`config.mk`:
```
export PLATFORM = sky130hd
export DESIGN_NAME = muldiv_unit_flat
export DESIGN_NICKNAME = d
export VERILOG_FILES = /design/src/rtl/muldiv_if.sv /design/src/rtl/muldiv_unit.sv /design/src/flat_wrapper.sv
export SDC_FILE = /design/constraint.sdc
export NUM_CORES = 2
export LEC_CHECK = 0
export BUFFER_PORTS_ARGS = -buffer_cell sky130_fd_sc_hd__buf_2
export CAP_MARGIN = 20
export CELL_PAD_IN_SITES_DETAIL_PLACEMENT = 0
export CELL_PAD_IN_SITES_GLOBAL_PLACEMENT = 1
export CORE_ASPECT_RATIO = 0.6
export CORE_MARGIN = 3
export CORE_UTILIZATION = 47
export CTS_CLUSTER_DIAMETER = 120
export DETAILED_ROUTE_END_ITERATION = 8
export HOLD_SLACK_MARGIN = 0.15
export PLACE_DENSITY_LB_ADDON = 0.1
export SLEW_MARGIN = 15
export SYNTH_ARGS = -nofsm -noshare
export SYNTH_HDL_FRONTEND = slang
export SYNTH_SLANG_ARGS = --single-unit
```
`constraint.sdc`:
```
create_clock -name clk -period 11.6 [get_ports clk]
set_clock_uncertainty 0.15 [all_clocks]
set_input_delay 3.48 -clock clk [delete_from_list [all_inputs] [get_ports clk]]
set_output_delay 3.48 -clock clk [all_outputs]
set_load 0.01 [all_outputs]
```
`src/rtl/muldiv_if.sv`:
```
// Issue/result handshake bundle between the EX stage (master) and the multiply/divide unit (slave).
// One op per in_valid/in_ready transfer; one result per out_valid/out_ready transfer.
interface muldiv_if #(
    parameter int XLEN  = 32,
    parameter int TAG_W = 5
);
    logic             in_valid;
    logic             in_ready;
    logic [2:0]       in_op;
    logic [XLEN-1:0]  in_src1;
    logic [XLEN-1:0]  in_src2;
    logic [TAG_W-1:0] in_tag;
    logic             out_valid;
    logic             out_ready;
    logic [XLEN-1:0]  out_result;
    logic [TAG_W-1:0] out_tag;

    modport master (
        output in_valid, in_op, in_src1, in_src2, in_tag, out_ready,
        input  in_ready, out_valid, out_result, out_tag
    );

    modport slave (
        input  in_valid, in_op, in_src1, in_src2, in_tag, out_ready,
        output in_ready, out_valid, out_result, out_tag
    );
endinterface

```
`src/rtl/muldiv_unit.sv`:
```
// Integer MUL/MULH/MULHU (1 cycle) and DIV/MOD/DIVU/MODU (XLEN+1 cycles, radix-2 restoring).
// Backpressure: result held in DONE until out_ready; in_ready only in IDLE or DONE&out_ready; flush kills.
module muldiv_unit #(
    parameter int XLEN  = 32,
    parameter int TAG_W = 5
) (
    input  logic clk,
    input  logic resetn,
    input  logic flush,
    output logic busy,
    muldiv_if.slave io
);
    typedef enum logic [2:0] {S_IDLE, S_MUL, S_DIV, S_FIX, S_DONE} state_t;

    localparam logic [2:0] OP_MULH  = 3'd1;
    localparam logic [2:0] OP_MULHU = 3'd2;
    localparam logic [2:0] OP_DIV   = 3'd3;
    localparam logic [2:0] OP_MOD   = 3'd4;
    localparam logic [2:0] OP_DIVU  = 3'd5;
    localparam logic [2:0] OP_MODU  = 3'd6;
    localparam int         CNT_W    = $clog2(XLEN + 1);
    localparam logic [XLEN-1:0] MIN_VAL = {1'b1, {(XLEN-1){1'b0}}};

    state_t             state, state_nxt;
    logic [2:0]         op_q;
    logic [XLEN-1:0]    a_q;        // multiplicand, or dividend shifting out / quotient shifting in
    logic [XLEN-1:0]    b_q;
    logic [XLEN-1:0]    rem_q;
    logic [CNT_W-1:0]   cnt_q;
    logic               negq_q, negr_q, dz_q, ovf_q;
    logic [TAG_W-1:0]   tag_q;
    logic [XLEN-1:0]    result_q;

    logic               accept, in_is_div, in_signed, src1_neg, src2_neg;
    logic [XLEN-1:0]    abs1, abs2;
    state_t             start_state;
    logic               mul_signed, is_rem_op;
    logic [2*XLEN-1:0]  ma, mb, prod;
    logic [XLEN-1:0]    mul_res, neg_a, quo_fix, rem_fix;
    logic [XLEN:0]      rem_sh, diff;
    logic               ge;

    assign accept      = io.in_valid & io.in_ready;
    assign in_is_div   = io.in_op inside {OP_DIV, OP_MOD, OP_DIVU, OP_MODU};
    assign in_signed   = (io.in_op == OP_DIV) || (io.in_op == OP_MOD);
    assign src1_neg    = in_signed & io.in_src1[XLEN-1];
    assign src2_neg    = in_signed & io.in_src2[XLEN-1];
    assign abs1        = src1_neg ? -io.in_src1 : io.in_src1;
    assign abs2        = src2_neg ? -io.in_src2 : io.in_src2;
    assign start_state = in_is_div ? S_DIV : S_MUL;

    // Low 2*XLEN bits of the product of sign/zero-extended operands serve both signednesses.
    assign mul_signed = (op_q != OP_MULHU);
    assign ma         = {{XLEN{mul_signed & a_q[XLEN-1]}}, a_q};
    assign mb         = {{XLEN{mul_signed & b_q[XLEN-1]}}, b_q};
    assign prod       = ma * mb;
    assign mul_res    = (op_q == OP_MULH || op_q == OP_MULHU) ? prod[2*XLEN-1:XLEN] : prod[XLEN-1:0];

    // One restoring step: the sign of the trial difference decides the quotient bit.
    assign rem_sh  = {rem_q, a_q[XLEN-1]};
    assign diff    = rem_sh - {1'b0, b_q};
    assign ge      = ~diff[XLEN];

    assign is_rem_op = (op_q == OP_MOD) || (op_q == OP_MODU);
    assign neg_a     = -a_q;
    assign quo_fix   = negq_q ? neg_a : a_q;
    assign rem_fix   = negr_q ? -rem_q : rem_q;

    always_ff @(posedge clk or negedge resetn) begin
        if (!resetn) begin
            state <= S_IDLE;
        end else begin
            state <= state_nxt;
        end
    end

    always_comb begin
        state_nxt    = state;
        io.in_ready  = ~flush & ((state == S_IDLE) | ((state == S_DONE) & io.out_ready));
        io.out_valid = (state == S_DONE);
        busy         = (state != S_IDLE);
        case (state)
            S_IDLE: if (accept) state_nxt = start_state;
            S_MUL:  state_nxt = S_DONE;
            S_DIV: begin
                if (dz_q || ovf_q)               state_nxt = S_DONE;
                else if (cnt_q == CNT_W'(1))     state_nxt = S_FIX;
            end
            S_FIX:  state_nxt = S_DONE;
            S_DONE: if (io.out_ready) state_nxt = accept ? start_state : S_IDLE;
            default: state_nxt = S_IDLE;
        endcase
        if (flush) state_nxt = S_IDLE;
    end

    always_ff @(posedge clk or negedge resetn) begin
        if (!resetn) begin
            op_q     <= '0;
            a_q      <= '0;
            b_q      <= '0;
            rem_q    <= '0;
            cnt_q    <= '0;
            negq_q   <= 1'b0;
            negr_q   <= 1'b0;
            dz_q     <= 1'b0;
            ovf_q    <= 1'b0;
            tag_q    <= '0;
            result_q <= '0;
        end else if (accept) begin
            op_q   <= io.in_op;
            tag_q  <= io.in_tag;
            a_q    <= in_is_div ? abs1 : io.in_src1;
            b_q    <= in_is_div ? abs2 : io.in_src2;
            rem_q  <= '0;
            cnt_q  <= CNT_W'(XLEN);
            negq_q <= src1_neg ^ src2_neg;
            negr_q <= src1_neg;
            dz_q   <= in_is_div && (io.in_src2 == '0);
            ovf_q  <= in_signed && (io.in_src1 == MIN_VAL) && (io.in_src2 == '1);
        end else begin
            case (state)
                S_MUL: result_q <= mul_res;
                S_DIV: begin
                    if (dz_q) begin
                        result_q <= is_rem_op ? (negr_q ? neg_a : a_q) : '1;
                    end else if (ovf_q) begin
                        result_q <= is_rem_op ? '0 : MIN_VAL;
                    end else begin
                        a_q   <= {a_q[XLEN-2:0], ge};
                        rem_q <= ge ? diff[XLEN-1:0] : rem_sh[XLEN-1:0];
                        cnt_q <= cnt_q - CNT_W'(1);
                    end
                end
                S_FIX:   result_q <= is_rem_op ? rem_fix : quo_fix;
                default: ;
            endcase
        end
    end

    assign io.out_result = result_q;
    assign io.out_tag    = tag_q;
endmodule

```
`src/flat_wrapper.sv`:
```
// flat-port wrapper written by rule: the top's interface ports become plain ports
module muldiv_unit_flat 
#(
    parameter int XLEN  = 32,
    parameter int TAG_W = 5
)
  (clk, resetn, flush, busy, io_in_valid, io_in_op, io_in_src1, io_in_src2, io_in_tag, io_out_ready, io_in_ready, io_out_valid, io_out_result, io_out_tag);
  muldiv_if #(.XLEN(XLEN), .TAG_W(TAG_W)) io_i ();
  input  logic clk;
  input  logic resetn;
  input  logic flush;
  output logic busy;
  input wire logic [$bits(io_i.in_valid)-1:0] io_in_valid;
  input wire logic [$bits(io_i.in_op)-1:0] io_in_op;
  input wire logic [$bits(io_i.in_src1)-1:0] io_in_src1;
  input wire logic [$bits(io_i.in_src2)-1:0] io_in_src2;
  input wire logic [$bits(io_i.in_tag)-1:0] io_in_tag;
  input wire logic [$bits(io_i.out_ready)-1:0] io_out_ready;
  output wire logic [$bits(io_i.in_ready)-1:0] io_in_ready;
  output wire logic [$bits(io_i.out_valid)-1:0] io_out_valid;
  output wire logic [$bits(io_i.out_result)-1:0] io_out_result;
  output wire logic [$bits(io_i.out_tag)-1:0] io_out_tag;
  assign io_i.in_valid = io_in_valid;
  assign io_i.in_op = io_in_op;
  assign io_i.in_src1 = io_in_src1;
  assign io_i.in_src2 = io_in_src2;
  assign io_i.in_tag = io_in_tag;
  assign io_i.out_ready = io_out_ready;
  assign io_in_ready = io_i.in_ready;
  assign io_out_valid = io_i.out_valid;
  assign io_out_result = io_i.out_result;
  assign io_out_tag = io_i.out_tag;
  muldiv_unit #(.XLEN(XLEN), .TAG_W(TAG_W)) u_core (.clk(clk), .resetn(resetn), .flush(flush), .busy(busy), .io(io_i));
endmodule
```
Word-level counts from Yosys, hierarchy flattened

Index checks and enable logic that the tools add are counted.

Bits of input ports: 77
Word-level logic and storage cells: 105
Output and inout bits: 40
Bits in registers: 149

Eq/ne operators: 22
Add/sub/neg operators: 6
Reductions and logical operators: 17
Mux-type cells: 35
$mul: 1
Bitwise operators: 12

Operators by type and width:

| operator                                                                | count |
|---|---|
| 32-bit 2-to-1 mux                                                       | 22 |
| 32-bit negation                                                         | 4 |
| 32-bit one-hot mux with 3 select lines                                  | 1 |
| 32-bit equality test, second input constant                             | 2 |
| 33-bit by 33-bit multiplier with 64-bit output                          | 1 |
| 33-bit by 32-bit subtractor with 33-bit output                          | 1 |
| 32-bit zero test                                                        | 1 |
| 6-bit 2-to-1 mux                                                        | 4 |
| 3-bit equality test, second input constant                              | 6 |
| 3-bit 2-to-1 mux                                                        | 6 |
| 3-bit by 2-bit equality test with 1-bit output, second input constant   | 4 |
| 3-bit one-hot mux with 4 select lines                                   | 1 |
| 3-bit AND reduction                                                     | 3 |
| 1-bit bitwise AND                                                       | 7 |
| 3-bit by 1-bit equality test with 1-bit output, second input constant   | 2 |
| 6-bit by 1-bit equality test with 1-bit output, second input constant   | 1 |
| 3-bit by 2-bit inequality test with 1-bit output, second input constant | 2 |
| 3-bit nonzero test                                                      | 2 |
| 6-bit by 1-bit subtractor with 6-bit output, second input constant      | 1 |
| 1-bit logical OR                                                        | 4 |
| 2-bit inequality test, second input constant                            | 2 |
| 4-bit by 2-bit inequality test with 1-bit output, second input constant | 1 |
| 4-bit nonzero test                                                      | 1 |
| 1-bit logical AND                                                       | 3 |
| other kinds (9)                                                         | 11 |

Logic depth before layout (Yosys ltp)

Word-level depth: 9
Depth in mapped cells: 33
Mapped depth without buffers: 30

Worst setup path after synthesis

No wires, ideal clock.

Path type: register to register
From: register u_core.op_q[0]
To: register u_core.result_q[24] (netlist: u_core.io.out_result[24])
Data required time: 11,324 ps
Cell stages (with the launch flop): 31
Path buffers: 4
Arrival time: 8,301 ps
Library setup time: 126 ps
Slack: 3,023 ps
Period minus slack after synthesis: 8,577 ps
Cells stage by stage: dfrtp_1 -> nor2_1 -> and2_1 -> clkbuf_1 -> clkbuf_1 -> clkbuf_1 -> nor3_1 -> fa_1 -> inv_1 -> fa_1 -> inv_1 -> fa_1 -> fa_1 -> inv_1 -> fa_1 -> inv_1 -> fa_1 -> inv_1 -> fa_1 -> fa_1 -> inv_1 -> ha_1 -> clkbuf_1 -> nand2_1 -> o21ai_0 -> or3_1 -> a211o_1 -> o21ai_0 -> mux2_2 -> nor2_1 -> o32a_1

Word-level cells in the longest chain between the ends: 5
Elaborated cells between the ends (all ways): 15
Those cells by class: mul (1); eq/ne (5); mux (5); bitwise (2); reduce/logical (2)

RTL lines:

| item                                                                                           | line                                  | RTL |
|---|---|---|
| start: declaration                                                                             | muldiv_unit.sv:25                     | `logic [2:0] op_q;` |
| start signal: assignment                                                                       | muldiv_unit.sv:110                    | `op_q <= io.in_op;` |
| 3-bit by 2-bit inequality test with 1-bit output / 3-bit equality test (equally long branches) | muldiv_unit.sv:53, muldiv_unit.sv:64  |  |
| 1-bit bitwise AND (tied with other cells)                                                      | muldiv_unit.sv:54                     | `assign ma = {{XLEN{mul_signed & a_q[XLEN-1]}}, a_q};` |
| 33-bit by 33-bit multiplier with 64-bit output / 32-bit 2-to-1 mux (equally long branches)     | muldiv_unit.sv:56, muldiv_unit.sv:125 |  |
| 32-bit 2-to-1 mux (on tied branches)                                                           | muldiv_unit.sv:57, muldiv_unit.sv:124 |  |
| 32-bit one-hot mux with 3 select lines (*)                                                     | muldiv_unit.sv:121                    | `case (state)` |
| end signal: assignment                                                                         | muldiv_unit.sv:122                    | `S_MUL: result_q <= mul_res;` |
| end signal: assignment                                                                         | muldiv_unit.sv:125                    | `result_q <= is_rem_op ? (negr_q ? neg_a : a_q) : '1;` |
| end signal: assignment                                                                         | muldiv_unit.sv:127                    | `result_q <= is_rem_op ? '0 : MIN_VAL;` |
| end: declaration                                                                               | muldiv_unit.sv:32                     | `logic [XLEN-1:0] result_q;` |

Every way passes the cells marked *; elsewhere a longest branch is shown, timed or not.
A chain may end at the register's enable or synchronous reset.

Worst setup path after layout

From: register u_core.a_q[31]
To: register u_core.result_q[24] (netlist: u_core.io.out_result[24])

Word-level cells in the longest chain between the ends: 4

RTL lines:

| item                                               | line               | RTL |
|---|---|---|
| start: declaration                                 | muldiv_unit.sv:26  | `logic [XLEN-1:0] a_q;` |
| start signal: assignment                           | muldiv_unit.sv:112 | `a_q <= in_is_div ? abs1 : io.in_src1;` |
| start signal: assignment                           | muldiv_unit.sv:129 | `a_q <= {a_q[XLEN-2:0], ge};` |
| 1-bit bitwise AND                                  | muldiv_unit.sv:54  |  |
| 33-bit by 33-bit multiplier with 64-bit output (*) | muldiv_unit.sv:56  | `assign prod = ma * mb;` |
| 32-bit 2-to-1 mux (*)                              | muldiv_unit.sv:57  | `assign mul_res = (op_q == OP_MULH \|\| op_q == OP_MULHU) ? prod[2*XLEN-1:XLEN] : prod[XLEN-1:0];` |
| 32-bit one-hot mux with 3 select lines (*)         | muldiv_unit.sv:121 |  |

Marks and branches as above.

==> out/summary.txt <==
vias per cell = 5.62
fin crit period = 9.86 ns
CTS tree = done
Final Hold Fails = 0
WL final = 181000 um
# DRC = 0
Worst EP arrival = 10.06 ns
worst slew pin tran = 1.18 ns
Die ar. = 110000 sq um
Yosys reg bits = 149
unrepaired setup endpoints after global routing = false
Clock H-tree levels = 4
Synth Instances = 5787
grt total ovfl = 0
antenna violations before repair = 9
run status = complete, no violations
sequential area share after synthesis = 7.46%
hold buffer count at cts = 0
synth warn = 0
HP Class = reg2reg
fin nets = 7143
Antenna Violating Nets Remaining = 0
total track usage = 33.5%
DP HPWL = 147000 um
routed length per instance = 25.4 um
global-route wire length before repair = 272000 um
Slew Viols, Final = 0
later-pin clock latency in the skew report = 0.47 ns
post-CTS setup buffers = 0
I/O Buffers = 116
most common flop cell mapped by yosys = dfrtp_1
Via Count = 39926
Starting Density = 48.0%
Final Cycle Share = 85.0%
Crit. End Element = flip-flop
area growth from synthesis to layout = 5.28%
Die Span Y = 259 um
DRT Pass-1 Iters = 9
die width = 427 um
Max Cap Viol = 0
startpoint types = flip-flop
CTS sink count = 149
Synth cell types = 85
Core Box Area = 104000 sq um
CP max stage delay = 0.92 ns
I/O pin total = 117
asr flop ratio synth = 100%
ratio of cells with drive above 1 in the final layout = 5.77%
Synth Cell Area = 50000 sq um
remaining max-slew budget at the tightest pin = 20.3%
Top cell by count, worst path = fa_1
vias in the first global route = 40484
placed insts = 7062
Mean Syn Cell Area = 8.64 sq um
Rows = 91
Final Setup Violations = 0
largest net degree at the start of global routing = 100
syn nets = 7242
top fanout value on the critical path = 16
global placement routability congestion = 1.03
final setup TNS = 0 ns
Clock Tree Buf Depth = 2
root buf cell = clkbuf_16
fill cell count = 10074
clock slew at reported path FFs = 0.08 ns
Post-synth EDFFs = 0
Final Instance Count excl. Fillers = 7101
Worst path slowest cell = fa_1
CTS buffer count = 17
post-CTS sizing = 0
1st-iter DRT viols = 4261
kind of critical path = reg2reg
f_max = 101 MHz
WP data required = 11.80 ns
[path summary, 6_finish.rpt]
kind	start	endpoint	slack [ns]	cells past startpoint
setup / recovery	u_core.a_q[31]$_DFFE_PN0P_	u_core.io.out_result[24]$_DFFE_PN0P_	1.74	28
setup reg to reg	u_core.a_q[31]$_DFFE_PN0P_	u_core.io.out_result[24]$_DFFE_PN0P_	1.74	28
min in group asynchronous	resetn	u_core.io.out_tag[4]$_DFFE_PN0P_	2.90	1
hold reg to reg	u_core.io.out_tag[2]$_DFFE_PN0P_	u_core.io.out_tag[2]$_DFFE_PN0P_	0.33	2
hold / removal	u_core.io.out_tag[2]$_DFFE_PN0P_	u_core.io.out_tag[2]$_DFFE_PN0P_	0.33	2
max in group asynchronous	resetn	u_core.b_q[15]$_DFFE_PN0P_	7.04	3
[cell families (layout without fill, tap and decap cells)]
group,Yosys count,after routing,synth area share (%)
AOI/OAI and AO/OA,698,698,8.81
xor gates and xnor gates,238,238,4.17
adders and majority gates,1378,1378,51.4
buffers and inverters,1552,1466,11.7
DFF,149,149,7.46
muxes,35,35,0.708
other,0,5,0
and+or+nand+nor,1737,1737,15.7
[layer usage]
| layer | track usage [%] | part of all wire [%] | up-vias |
|---|---|---|---|
| met5 | 0 | 0.011 | - |
| li1 | - | - | 17314 |
| met4 | 7.26 | 2.4 | 2 |
| met1 | 51.9 | 46 | 20652 |
| met2 | 47.1 | 41 | 1781 |
| met3 | 8.54 | 11 | 177 |
[critical path: cells and delay by family, from the launching register on]
kind	cells	cell delay [ns]
flip-flops	1	0.35
adder cells (fa/ha/maj)	9	4.74
AND/OR/NAND/NOR	4	0.98
AO/OA/AOI/OAI	5	1.41
multiplexers	1	0.23
buffers and inverters	9	1.85
[cells in the mapped netlist, types with 37 or more instances]
| cell | instances | share of area [%] |
|---|---|---|
| nor2_1 | 207 | 1.6 |
| a21o_1 | 44 | 0.66 |
| buf_1 | 57 | 0.43 |
| and2_1 | 269 | 3.4 |
| xor2_1 | 108 | 1.9 |
| a21oi_1 | 146 | 1.5 |
| ha_1 | 252 | 6.3 |
| inv_1 | 1195 | 9.0 |
| dfrtp_1 | 149 | 7.5 |
| nand2_1 | 992 | 7.4 |
| fa_1 | 1126 | 45 |
| o21ai_0 | 218 | 2.2 |
| o31ai_1 | 38 | 0.57 |
| xnor2_1 | 130 | 2.3 |
| nand3_1 | 37 | 0.37 |
| clkbuf_1 | 291 | 2.2 |
| nor3_1 | 56 | 0.56 |
[registers in the layout, summed over array words and instances (netlist names)]
name                  cells
u_core.a_q               32
u_core.b_q               32
u_core.io.out_result     32
u_core.rem_q             32
u_core.cnt_q              6
u_core.io.out_tag         5
u_core.op_q               3
u_core.state              3
u_core.dz_q               1
u_core.negq_q             1
u_core.negr_q             1
u_core.ovf_q              1
[stage by stage]
step	instance area (sq um)	utilization, %	setup WS [ns]	hold slack (ns)
6_report	52600	50.6	1.74	0.327
5_1_grt	52600	50.6	1.37	0.346
4_1_cts	52600	50.5	1.86	0.328
3_5_place_dp	52000	50.0	1.87	0.309
3_3_place_gp	52000	49.9	2.04	0.303
2_1_floorplan	50000	-	3.02	0.323
[placed cells by master, fill, tap and decap left out, types with 21 or more instances in the layout]
cell type  netlist  layout
nor3_1          56      55
buf_2            5     115
nand2_1        992     991
or3_1           28      28
o21ai_0        218     218
ha_1           252     252
and2_1         269     269
a21o_1          44      44
nand3_1         37      37
nor4_1          22      21
nand4_1         24      24
inv_1         1195    1195
dfrtp_1        149     130
fa_1          1126    1125
a31oi_1         27      27
xor2_1         108     108
xnor2_1        130     130
a22oi_1         32      32
o31ai_1         38      38
a211oi_1        27      27
mux2i_1         32      32
nor2_1         207     205
a21oi_1        146     146
buf_4            1     116
[final cells by class]
| cell class | count | area, sq um | share of cell area (%) |
|---|---|---|---|
| multi-input cells | 4086 | 40500 | 76.9 |
| inverters | 1196 | 4490 | 8.53 |
| flip-flops and latches | 149 | 3750 | 7.13 |
| well taps | 1395 | 1750 | 3.32 |
| repair buffers | 238 | 1590 | 3.01 |
| clock buffers | 17 | 425 | 0.808 |
| clock inverters | 15 | 146 | 0.278 |
| diodes | 5 | 12.5 | 0.0238 |
Power is left out: the tool's default activity adds up to more than one toggle a clock period on the data nets, which glitch-free logic cannot reach.
